**config.mk**
```make
export PLATFORM = sky130hd
export DESIGN_NAME = mult_share_ctrl_flat
export DESIGN_NICKNAME = d
export VERILOG_FILES = /design/src/rtl/mult_share_if.sv /design/src/rtl/mult_share_ctrl.sv /design/src/flat_wrapper.sv
export SDC_FILE = /design/constraint.sdc
export NUM_CORES = 1
export LEC_CHECK = 0
export BUFFER_PORTS_ARGS = -buffer_cell sky130_fd_sc_hd__buf_2
export CAP_MARGIN = 15
export CORE_MARGIN = 2
export CORE_UTILIZATION = 38
export DETAILED_ROUTE_END_ITERATION = 6
export PLACE_DENSITY = 0.84
export SETUP_SLACK_MARGIN = 0.1
export SKIP_LAST_GASP = 1
export SLEW_MARGIN = 20
export SYNTH_ARGS = -nofsm -noshare
export SYNTH_HDL_FRONTEND = slang
export SYNTH_SLANG_ARGS = --single-unit
```
**constraint.sdc**
```tcl
create_clock -name clk -period 1.85 [get_ports clk]
set_input_delay 0.0925 -clock clk [delete_from_list [all_inputs] [get_ports clk]]
set_output_delay 0.0925 -clock clk [all_outputs]
set_load 0.02 [all_outputs]
```
**src/rtl/mult_share_if.sv**
```systemverilog
// Request/multiplier/response bundle between the processing units, the shared
// multiplier and mult_share_ctrl.
interface mult_share_if #(
  parameter int WIDTH = 12,
  parameter int NREQ  = 4,
  parameter int IDW   = 2
);
  logic [NREQ-1:0]       req_valid;
  logic [NREQ-1:0]       req_ready;
  logic [NREQ*WIDTH-1:0] req_x;
  logic [NREQ*WIDTH-1:0] req_y;
  logic [WIDTH-1:0]      mul_x;
  logic [WIDTH-1:0]      mul_y;
  logic [2*WIDTH-1:0]    mul_p;
  logic                  rsp_valid;
  logic                  rsp_ready;
  logic [IDW-1:0]        rsp_id;
  logic [2*WIDTH-1:0]    rsp_p;
  logic                  busy;

  modport slave (
    input  req_valid, req_x, req_y, mul_p, rsp_ready,
    output req_ready, mul_x, mul_y, rsp_valid, rsp_id, rsp_p, busy
  );

  modport master (
    output req_valid, req_x, req_y, mul_p, rsp_ready,
    input  req_ready, mul_x, mul_y, rsp_valid, rsp_id, rsp_p, busy
  );
endinterface

```
**src/rtl/mult_share_ctrl.sv**
```systemverilog
// Round-robin time-sharing controller for one combinational Booth multiplier.
// state | meaning
// IDLE  | arbitrating; req_ready shows the winner
// CALC  | operands held on mul_x/mul_y for SETTLE cycles
// RESP  | product presented on rsp_*, waiting for rsp_ready
module mult_share_ctrl #(
  parameter int WIDTH  = 12,
  parameter int NREQ   = 4,
  parameter int IDW    = 2,
  parameter int SETTLE = 1
) (
  input  logic        clk,
  input  logic        rst,
  mult_share_if.slave bus
);

  localparam logic [1:0] S_IDLE = 2'd0;
  localparam logic [1:0] S_CALC = 2'd1;
  localparam logic [1:0] S_RESP = 2'd2;

  localparam int CW = (SETTLE > 1) ? $clog2(SETTLE) : 1;
  localparam int PW = 2 * WIDTH;

  logic [1:0]       state_q, state_d;
  logic [IDW-1:0]   rr_ptr_q, rr_ptr_d;
  logic [CW-1:0]    cnt_q, cnt_d;
  logic [WIDTH-1:0] op_x_q, op_x_d;
  logic [WIDTH-1:0] op_y_q, op_y_d;
  logic             rsp_valid_q, rsp_valid_d;
  logic [IDW-1:0]   rsp_id_q, rsp_id_d;
  logic [PW-1:0]    rsp_p_q, rsp_p_d;
  logic             busy_q, busy_d;

  logic             grant_vld;
  logic [IDW-1:0]   grant_idx;
  logic [IDW:0]     cand;
  logic [NREQ-1:0]  req_ready;

  // Scan from the highest offset down so the lowest offset from rr_ptr wins.
  always_comb begin
    grant_vld = 1'b0;
    grant_idx = '0;
    cand      = '0;
    for (int k = NREQ - 1; k >= 0; k--) begin
      cand = {1'b0, rr_ptr_q} + (IDW+1)'(k);
      if (cand >= (IDW+1)'(NREQ)) cand = cand - (IDW+1)'(NREQ);
      if (bus.req_valid[cand[IDW-1:0]]) begin
        grant_vld = 1'b1;
        grant_idx = cand[IDW-1:0];
      end
    end
  end

  always_comb begin
    req_ready = '0;
    if (state_q == S_IDLE && grant_vld && !rst) req_ready[grant_idx] = 1'b1;
  end

  always_comb begin
    state_d     = state_q;
    rr_ptr_d    = rr_ptr_q;
    cnt_d       = cnt_q;
    op_x_d      = op_x_q;
    op_y_d      = op_y_q;
    rsp_valid_d = rsp_valid_q;
    rsp_id_d    = rsp_id_q;
    rsp_p_d     = rsp_p_q;
    case (state_q)
      S_IDLE: begin
        if (grant_vld) begin
          op_x_d   = bus.req_x[int'(grant_idx)*WIDTH +: WIDTH];
          op_y_d   = bus.req_y[int'(grant_idx)*WIDTH +: WIDTH];
          rsp_id_d = grant_idx;
          rr_ptr_d = (grant_idx == IDW'(NREQ - 1)) ? '0 : grant_idx + 1'b1;
          cnt_d    = CW'(SETTLE - 1);
          state_d  = S_CALC;
        end
      end
      S_CALC: begin
        if (cnt_q == '0) begin
          rsp_p_d     = bus.mul_p;
          rsp_valid_d = 1'b1;
          state_d     = S_RESP;
        end else begin
          cnt_d = cnt_q - 1'b1;
        end
      end
      S_RESP: begin
        if (bus.rsp_ready) begin
          rsp_valid_d = 1'b0;
          state_d     = S_IDLE;
        end
      end
      default: state_d = S_IDLE;
    endcase
    busy_d = (state_d != S_IDLE);
  end

  always_ff @(posedge clk) begin
    if (rst) begin
      state_q     <= S_IDLE;
      rr_ptr_q    <= '0;
      cnt_q       <= '0;
      op_x_q      <= '0;
      op_y_q      <= '0;
      rsp_valid_q <= 1'b0;
      rsp_id_q    <= '0;
      rsp_p_q     <= '0;
      busy_q      <= 1'b0;
    end else begin
      state_q     <= state_d;
      rr_ptr_q    <= rr_ptr_d;
      cnt_q       <= cnt_d;
      op_x_q      <= op_x_d;
      op_y_q      <= op_y_d;
      rsp_valid_q <= rsp_valid_d;
      rsp_id_q    <= rsp_id_d;
      rsp_p_q     <= rsp_p_d;
      busy_q      <= busy_d;
    end
  end

  assign bus.req_ready = req_ready;
  assign bus.mul_x     = op_x_q;
  assign bus.mul_y     = op_y_q;
  assign bus.rsp_valid = rsp_valid_q;
  assign bus.rsp_id    = rsp_id_q;
  assign bus.rsp_p     = rsp_p_q;
  assign bus.busy      = busy_q;

endmodule

```
**src/flat_wrapper.sv**
```systemverilog
// flat-port wrapper written by rule: the top's interface ports become plain ports
module mult_share_ctrl_flat 
#(
  parameter int WIDTH  = 12,
  parameter int NREQ   = 4,
  parameter int IDW    = 2,
  parameter int SETTLE = 1
)
  (clk, rst, bus_req_valid, bus_req_x, bus_req_y, bus_mul_p, bus_rsp_ready, bus_req_ready, bus_mul_x, bus_mul_y, bus_rsp_valid, bus_rsp_id, bus_rsp_p, bus_busy);
  mult_share_if #(.WIDTH(WIDTH), .NREQ(NREQ), .IDW(IDW)) bus_i ();
  input  logic clk;
  input  logic rst;
  input wire logic [$bits(bus_i.req_valid)-1:0] bus_req_valid;
  input wire logic [$bits(bus_i.req_x)-1:0] bus_req_x;
  input wire logic [$bits(bus_i.req_y)-1:0] bus_req_y;
  input wire logic [$bits(bus_i.mul_p)-1:0] bus_mul_p;
  input wire logic [$bits(bus_i.rsp_ready)-1:0] bus_rsp_ready;
  output wire logic [$bits(bus_i.req_ready)-1:0] bus_req_ready;
  output wire logic [$bits(bus_i.mul_x)-1:0] bus_mul_x;
  output wire logic [$bits(bus_i.mul_y)-1:0] bus_mul_y;
  output wire logic [$bits(bus_i.rsp_valid)-1:0] bus_rsp_valid;
  output wire logic [$bits(bus_i.rsp_id)-1:0] bus_rsp_id;
  output wire logic [$bits(bus_i.rsp_p)-1:0] bus_rsp_p;
  output wire logic [$bits(bus_i.busy)-1:0] bus_busy;
  assign bus_i.req_valid = bus_req_valid;
  assign bus_i.req_x = bus_req_x;
  assign bus_i.req_y = bus_req_y;
  assign bus_i.mul_p = bus_mul_p;
  assign bus_i.rsp_ready = bus_rsp_ready;
  assign bus_req_ready = bus_i.req_ready;
  assign bus_mul_x = bus_i.mul_x;
  assign bus_mul_y = bus_i.mul_y;
  assign bus_rsp_valid = bus_i.rsp_valid;
  assign bus_rsp_id = bus_i.rsp_id;
  assign bus_rsp_p = bus_i.rsp_p;
  assign bus_busy = bus_i.busy;
  mult_share_ctrl #(.WIDTH(WIDTH), .NREQ(NREQ), .IDW(IDW), .SETTLE(SETTLE)) u_core (.clk(clk), .rst(rst), .bus(bus_i));
endmodule
```
==> flow_metrics.tcl, run 1 <==
set metrics [dict create \
    fin_skew_ns 0.0105 \
    h-tree-depth 2 \
    vias 3093 \
    synth_edf_count 0 \
    diodes 0 \
    dp_slack_ns -0.0213 \
    crit_type "reg -> reg" \
    initial_utilization 0.391 \
    nets 634 \
    syn_nets 430 \
    ys_warn_count 0 \
    drt_first_pass_iters 4 \
    critical_path.top_delay_family "buffers and inverters" \
    use_met1 0.225 \
    cts_buffer_depth 2 \
    cts_tree "built" \
    tightest_slew_ns 0.534 \
    relSlewSlack 0.644 \
    multiInputGateArea_sq_um 1800 \
    crit_fanout 7 \
    dp_hpwl_microns 6100 \
    ir_drop_uv 375 \
    die_y_microns 90.4 \
    startpoint_type "flop" \
    drt_iter0_drc 72 \
    ant_nets 0 \
    worst_slack_ns -0.00823 \
    async_flop_share 0 \
    area_growth_syn_to_layout_pct 61.5 \
    fmax_ghz 0.538 \
    antenna_found_initial 0 \
    power_density_nw_per_um2 866 \
    hp-class "in -> reg" \
    worstPathArrival_ns 2.05 \
    fin_crit_ns 1.86 \
    wirelength_microns 9620 \
    end_kind "flop" \
    drive_gt1_frac 0.540 \
    viasPerCell 5.13 \
    slowest_stage "dfxtp_4" \
    num_rows 31 \
    placed_cell_area_sq_um 3890 \
    met2_usage 0.408 \
    grt_pass1_vias 3064 \
    portBuffers 182 \
    slew_violations 0 \
    yosysTopAreaCell "dfxtp_1" \
    crit_chain "or3b_4 > o221ai_4 > buf_12 > buf_8 > clkbuf_16 > mux2i_1 > a221oi_2" \
    cts_buffers 5 \
    wl_per_cell_microns 16.0 \
    hold_violations 0 \
    grt_max_degree 55 \
    rsz0062_at_grt "true" \
    path_clk_slew_ns 0.11 \
    status "finished, violations left" \
    synth.cell_area_sq_um 2840 \
    power_mw 3.97 \
    synth.distinct_cells 34 \
    ys_ff_latch 56 \
    grtUsageTotal 0.207 \
    busiest_layer "met2" \
    cp.required_ns 2.04 \
    slowest_delay_ns 0.39 \
    fin_area_sq_um 4580 \
    place_congestion 0.737 \
    pin_count 183 \
    syn_area_per_cell_sq_um 9.48 \
    core_sq_um 7250 \
    crit_buf_inv 3 \
    maxCapViolations 0 \
    root_buffer "clkbuf_8" \
    syn_inst 299 \
    regArea_sq_um 1120 \
    setup_viol_count_final 1 \
    nFillCells 599 \
    grt_overflow_total 0 \
    met3_usage 0.0401 \
    synth_common_cells "dfxtp_1 (56), nand2_1 (56), mux2i_1 (49)" \
    synthTopCellsByArea "dfxtp_1 (40%), mux2i_1 (17%), nand2_1 (7.4%), a21oi_1 (5.3%), a221oi_2 (5.3%)" \
    leakagePower_nw 2.23 \
    period_share 1.00 \
    fp.dieArea_sq_um 8170 \
    clk_latency_ns 0.31 \
    grt_pass1_wl_microns 14300 \
    cts_sinks 56 \
    die_w_microns 90.4 \
    ys_seq_area_frac 0.395 \
    synthFlopType "dfxtp_1" \
    synth_top_area_share 0.395 \
    hold_ws_ns 0.00950 \
    violations "setup timing" \
    route.detailed.drc 0 \
]
final cells by class:
cell class	count	share of cell area
multi-input combinational	216	0.393
inverter	3	0.00246
clock inverter	3	0.00629
clock buffer	5	0.0150
tap	99	0.0271
timing repair buffer	221	0.310
sequential	56	0.246
stage by stage:
step / setup TNS [ns] / util / cells
2_1_floorplan: 0 / - / 299
3_3_place_gp: 0 / 0.537 / 570
3_5_place_dp: -0.0213 / 0.537 / 570
4_1_cts: 0 / 0.599 / 597
5_1_grt: -0.233 / 0.631 / 603
6_report: -0.00823 / 0.631 / 603
where the power goes:
group,switching [mW],leakage [nW],total (mW),internal (mW)
Combinational,0.907,1.71,1.78,0.870
Clock,0.434,0.0511,0.721,0.287
Sequential,0.0978,0.462,1.47,1.37
worst reg2reg max path: cells and delay by family, from the launching register on:
| family | cells | cell delay, ns |
|---|---|---|
| and+or+nand+nor | 1 | 0.39 |
| DFF | 1 | 0.39 |
| muxes | 1 | 0.28 |
| AOI/OAI and AO/OA | 2 | 0.21 |
| buffers and inverters | 3 | 0.47 |
routing by layer:
| layer | vias up | share of wire |
|---|---|---|
| met5 | - | 0 |
| met4 | 0 | 0.018 |
| met3 | 16 | 0.058 |
| met2 | 143 | 0.55 |
| met1 | 1442 | 0.38 |
| li1 | 1492 | - |
flip-flops by register name, indices dropped and copies added, names as in the netlist:
| register | cells |
|---|---|
| u_core.bus.rsp_valid | 1 |
| u_core.bus.rsp_p | 24 |
| u_core.bus.mul_y | 12 |
| u_core.bus.rsp_id | 2 |
| u_core.bus.busy | 1 |
| u_core.rr_ptr_q | 2 |
| u_core.bus.mul_x | 12 |
| u_core.state_q | 2 |
what timing repair did:
item | 4_1_cts | 5_1_grt
buffers inserted | 7 | 2
gates resized for setup | 37 | 24
setup endpoints to repair | 21 | 29
hold buffers | 10 | 0
cloned | 2 | 4
pin swaps | 3 | 24
endpoints found under the hold margin | 10 | 0
kinds of logic after synthesis:
family                   after synthesis  synth area share
adder cells (fa/ha/maj)                4            0.0177
multiplexers                          49             0.173
AO/OA/AOI/OAI                         73             0.203
AND/OR/NAND/NOR                       90             0.159
flip-flops                            56             0.395
buffers and inverters                 27            0.0525
final timing paths:
path	startpoint	endpoint	slack (ns)	depth (start not counted)
min	bus_mul_p[22]	u_core.bus.rsp_p[22]$_SDFFE_PP0P_	0.01	3
max	u_core.rr_ptr_q[1]$_SDFFE_PP0P_	u_core.bus.mul_y[3]$_SDFFE_PP0P_	-0.008	7
max reg2reg	u_core.rr_ptr_q[1]$_SDFFE_PP0P_	u_core.bus.mul_y[3]$_SDFFE_PP0P_	-0.008	7
min reg2reg	u_core.bus.rsp_p[0]$_SDFFE_PP0P_	u_core.bus.rsp_p[0]$_SDFFE_PP0P_	0.46	2
layout by cell type (no fill, tap or decap), drive strengths merged, types with 3 or more instances in the layout:
master       Yosys  routed
a221oi          12      12
ha               4       4
mux2i           49      49
buf             10     207
and2             4       4
dlygate4sd3      0      10
nand2           56      56
dfxtp           56      56
o21bai          12      12
a21oi           30      30
inv              3       6
nor2b            3       3
nand3b          14      14
o221ai          14      14
clkbuf          14       9
Power figures use the tool's default switching activity.
==> inputs of run 2 (changes only) <==
--- a/config.mk
+++ b/config.mk
@@ -7,13 +7,12 @@
 export LEC_CHECK = 0
 export BUFFER_PORTS_ARGS = -buffer_cell sky130_fd_sc_hd__buf_2
 export CAP_MARGIN = 15
-export CORE_MARGIN = 2
 export CORE_UTILIZATION = 38
 export DETAILED_ROUTE_END_ITERATION = 6
+export GPL_TIMING_DRIVEN = 0
 export PLACE_DENSITY = 0.84
 export SETUP_SLACK_MARGIN = 0.1
 export SKIP_LAST_GASP = 1
-export SLEW_MARGIN = 20
 export SYNTH_ARGS = -nofsm -noshare
 export SYNTH_HDL_FRONTEND = slang
 export SYNTH_SLANG_ARGS = --single-unit
==> run 2 against run 1 <==
The run now ends clean. Die area is 4.4% lower. Design area is 4.0% lower. Core utilization is 2.2 points lower. Sequential cell count stayed put. Clock power is 4.2% lower. Total power is 4.4% lower. Routed wire length is 7.7% lower. Critical endpoint is now bus_req_ready[2]. Largest power group unchanged.
==> flow_metrics.tcl, run 2 (synthesized netlist as in run 1, its figures left out) <==
set metrics [dict create \
    fin_crit_ns 1.84 \
    layout_commonest_cell "buf_2" \
    worstPathArrival_ns 1.74 \
    nFillCells 650 \
    antenna_found_initial 0 \
    h-tree-depth 2 \
    portBuffers 181 \
    ant_nets 0 \
    crit_fanout 6 \
    area_growth_syn_to_layout_pct 54.9 \
    final_util 0.609 \
    maxCapViolations 0 \
    setup_viol_count_final 0 \
    worst_r2r_startpoint "u_core.rr_ptr_q[1]$_SDFFE_PP0P_" \
    busiest_layer "met2" \
    intPower_mw 2.44 \
    slew_violations 0 \
    cts_buffers 5 \
    status "finished, final reports clean" \
    final_cell_mix "buf_2 (181), nand2_1 (54), dfxtp_1 (54)" \
    p_switching_mw 1.35 \
    die_w_microns 88.4 \
    period_share 0.992 \
    crit_chain "or3b_4 > o221ai_4 > buf_6 > ha_2 > and2_1 > buf_6" \
    drt_first_pass_iters 5 \
    grt_pass1_vias 2834 \
    cts_sinks 56 \
    hold_violations 0 \
    dp_hpwl_microns 6510 \
    grt_pass1_wl_microns 12700 \
    worst_slack_ns 0.0143 \
    core_sq_um 7210 \
    pwr-share-clk 0.182 \
    place_congestion 0.809 \
    cts_tree "built" \
    largest_reg_flops 24 \
    swShare 0.355 \
    seqPwrFrac 0.389 \
    slowest_stage "dfxtp_4" \
    hold_ws_ns 0.0133 \
    fin_skew_ns 0.00770 \
    power_density_nw_per_um2 863 \
    power_frac_comb 0.429 \
    pin_count 183 \
    fmax_ghz 0.545 \
    grt_max_degree 17 \
    startpoint_type "flop" \
    dp_slack_ns -0.0376 \
    wl_per_cell_microns 14.6 \
    ir_drop_uv 449 \
    leakagePower_nw 2.18 \
    viasPerCell 5.09 \
    power_mw 3.79 \
    root_buffer "clkbuf_8" \
    met3_usage 0.0410 \
    cp.required_ns 1.76 \
    clk_latency_ns 0.30 \
    initial_utilization 0.393 \
    critPathLaunch "u_core.rr_ptr_q[1]$_SDFFE_PP0P_" \
    drive_gt1_frac 0.525 \
    tightest_slew_ns 0.515 \
    grt_overflow_total 0 \
    path_clk_slew_ns 0.10 \
    rsz0062_at_grt "true" \
    drt_iter0_drc 96 \
    relSlewSlack 0.657 \
    grtUsageTotal 0.209 \
    crit_type "reg -> out" \
    multiInputGateArea_sq_um 1740 \
    fp.dieArea_sq_um 7810 \
    regArea_sq_um 1130 \
    min_from "bus_mul_p[19]" \
    die_y_microns 88.4 \
    met2_usage 0.396 \
    route.detailed.drc 0 \
    use_met1 0.236 \
    cts_buffer_depth 2 \
    diodes 0 \
    hp-class "in -> reg" \
    slowest_delay_ns 0.39 \
    num_rows 31 \
    wirelength_microns 8880 \
    nets 637 \
    end_kind "primary output" \
    cp_common_cell "buf_6" \
    vias 3082 \
    fin_setup_tns_ns 0 \
]
[run 2: final cells by class]
class,count,share of cell area
multi-input cells,216,0.396
flip-flops and latches,56,0.257
repair buffers,200,0.254
plain buffers,24,0.0402
well taps,99,0.0282
clock buffers,7,0.0197
inverters,3,0.00313
clock inverters,1,0.00171
[run 2: what timing repair did]
| action | in CTS | in global routing |
|---|---|---|
| resized for setup | 26 | 46 |
| cloned | 0 | 3 |
| setup buffers | 6 | 9 |
| endpoints found under the setup margin | 18 | 37 |
| hold buffers | 0 | 1 |
| endpoints found under the hold margin | 0 | 1 |
| pin swaps | 4 | 6 |
[run 2: worst max-delay path, delay by kind of cell, from the launching register on]
family	cells	cell delay, ns
AO/OA/AOI/OAI	1	0.12
adder cells (fa/ha/maj)	1	0.15
buffers and inverters	2	0.28
flip-flops	1	0.39
AND/OR/NAND/NOR	2	0.51
[run 2: power by group through the flow]
stage / registers, mW / logic, mW / clock network [mW]
global route: 1.49 / 1.75 / 0.772
finish: 1.47 / 1.63 / 0.691
floorplan: 1.66 / 0.694 / 0
detailed placement: 1.49 / 1.33 / 0
CTS: 1.47 / 1.41 / 0.726
global placement: 1.48 / 1.29 / 0
[run 2: final timing paths]
kind	to	slack [ns]	depth (start not counted)
setup / recovery	bus_req_ready[2]	0.01	6
hold / removal	u_core.bus.rsp_p[19]$_SDFFE_PP0P_	0.01	3
setup reg to reg	u_core.bus.mul_y[1]$_SDFFE_PP0P_	0.03	7
hold reg to reg	u_core.bus.rsp_p[9]$_SDFFE_PP0P_	0.46	2
[run 2: through the flow]
stage | std cells | area (sq um)
after global routing | 606 | 4390
after floorplan | 299 | 2840
final | 606 | 4390
after global placement | 579 | 3860
after CTS | 593 | 4100
after detailed placement | 579 | 3860
[run 2: per-layer routing]
layer,routed length [microns],share of wire
met2,4680,0.53
met3,594,0.067
met4,157,0.018
met1,3440,0.39
met5,0,0
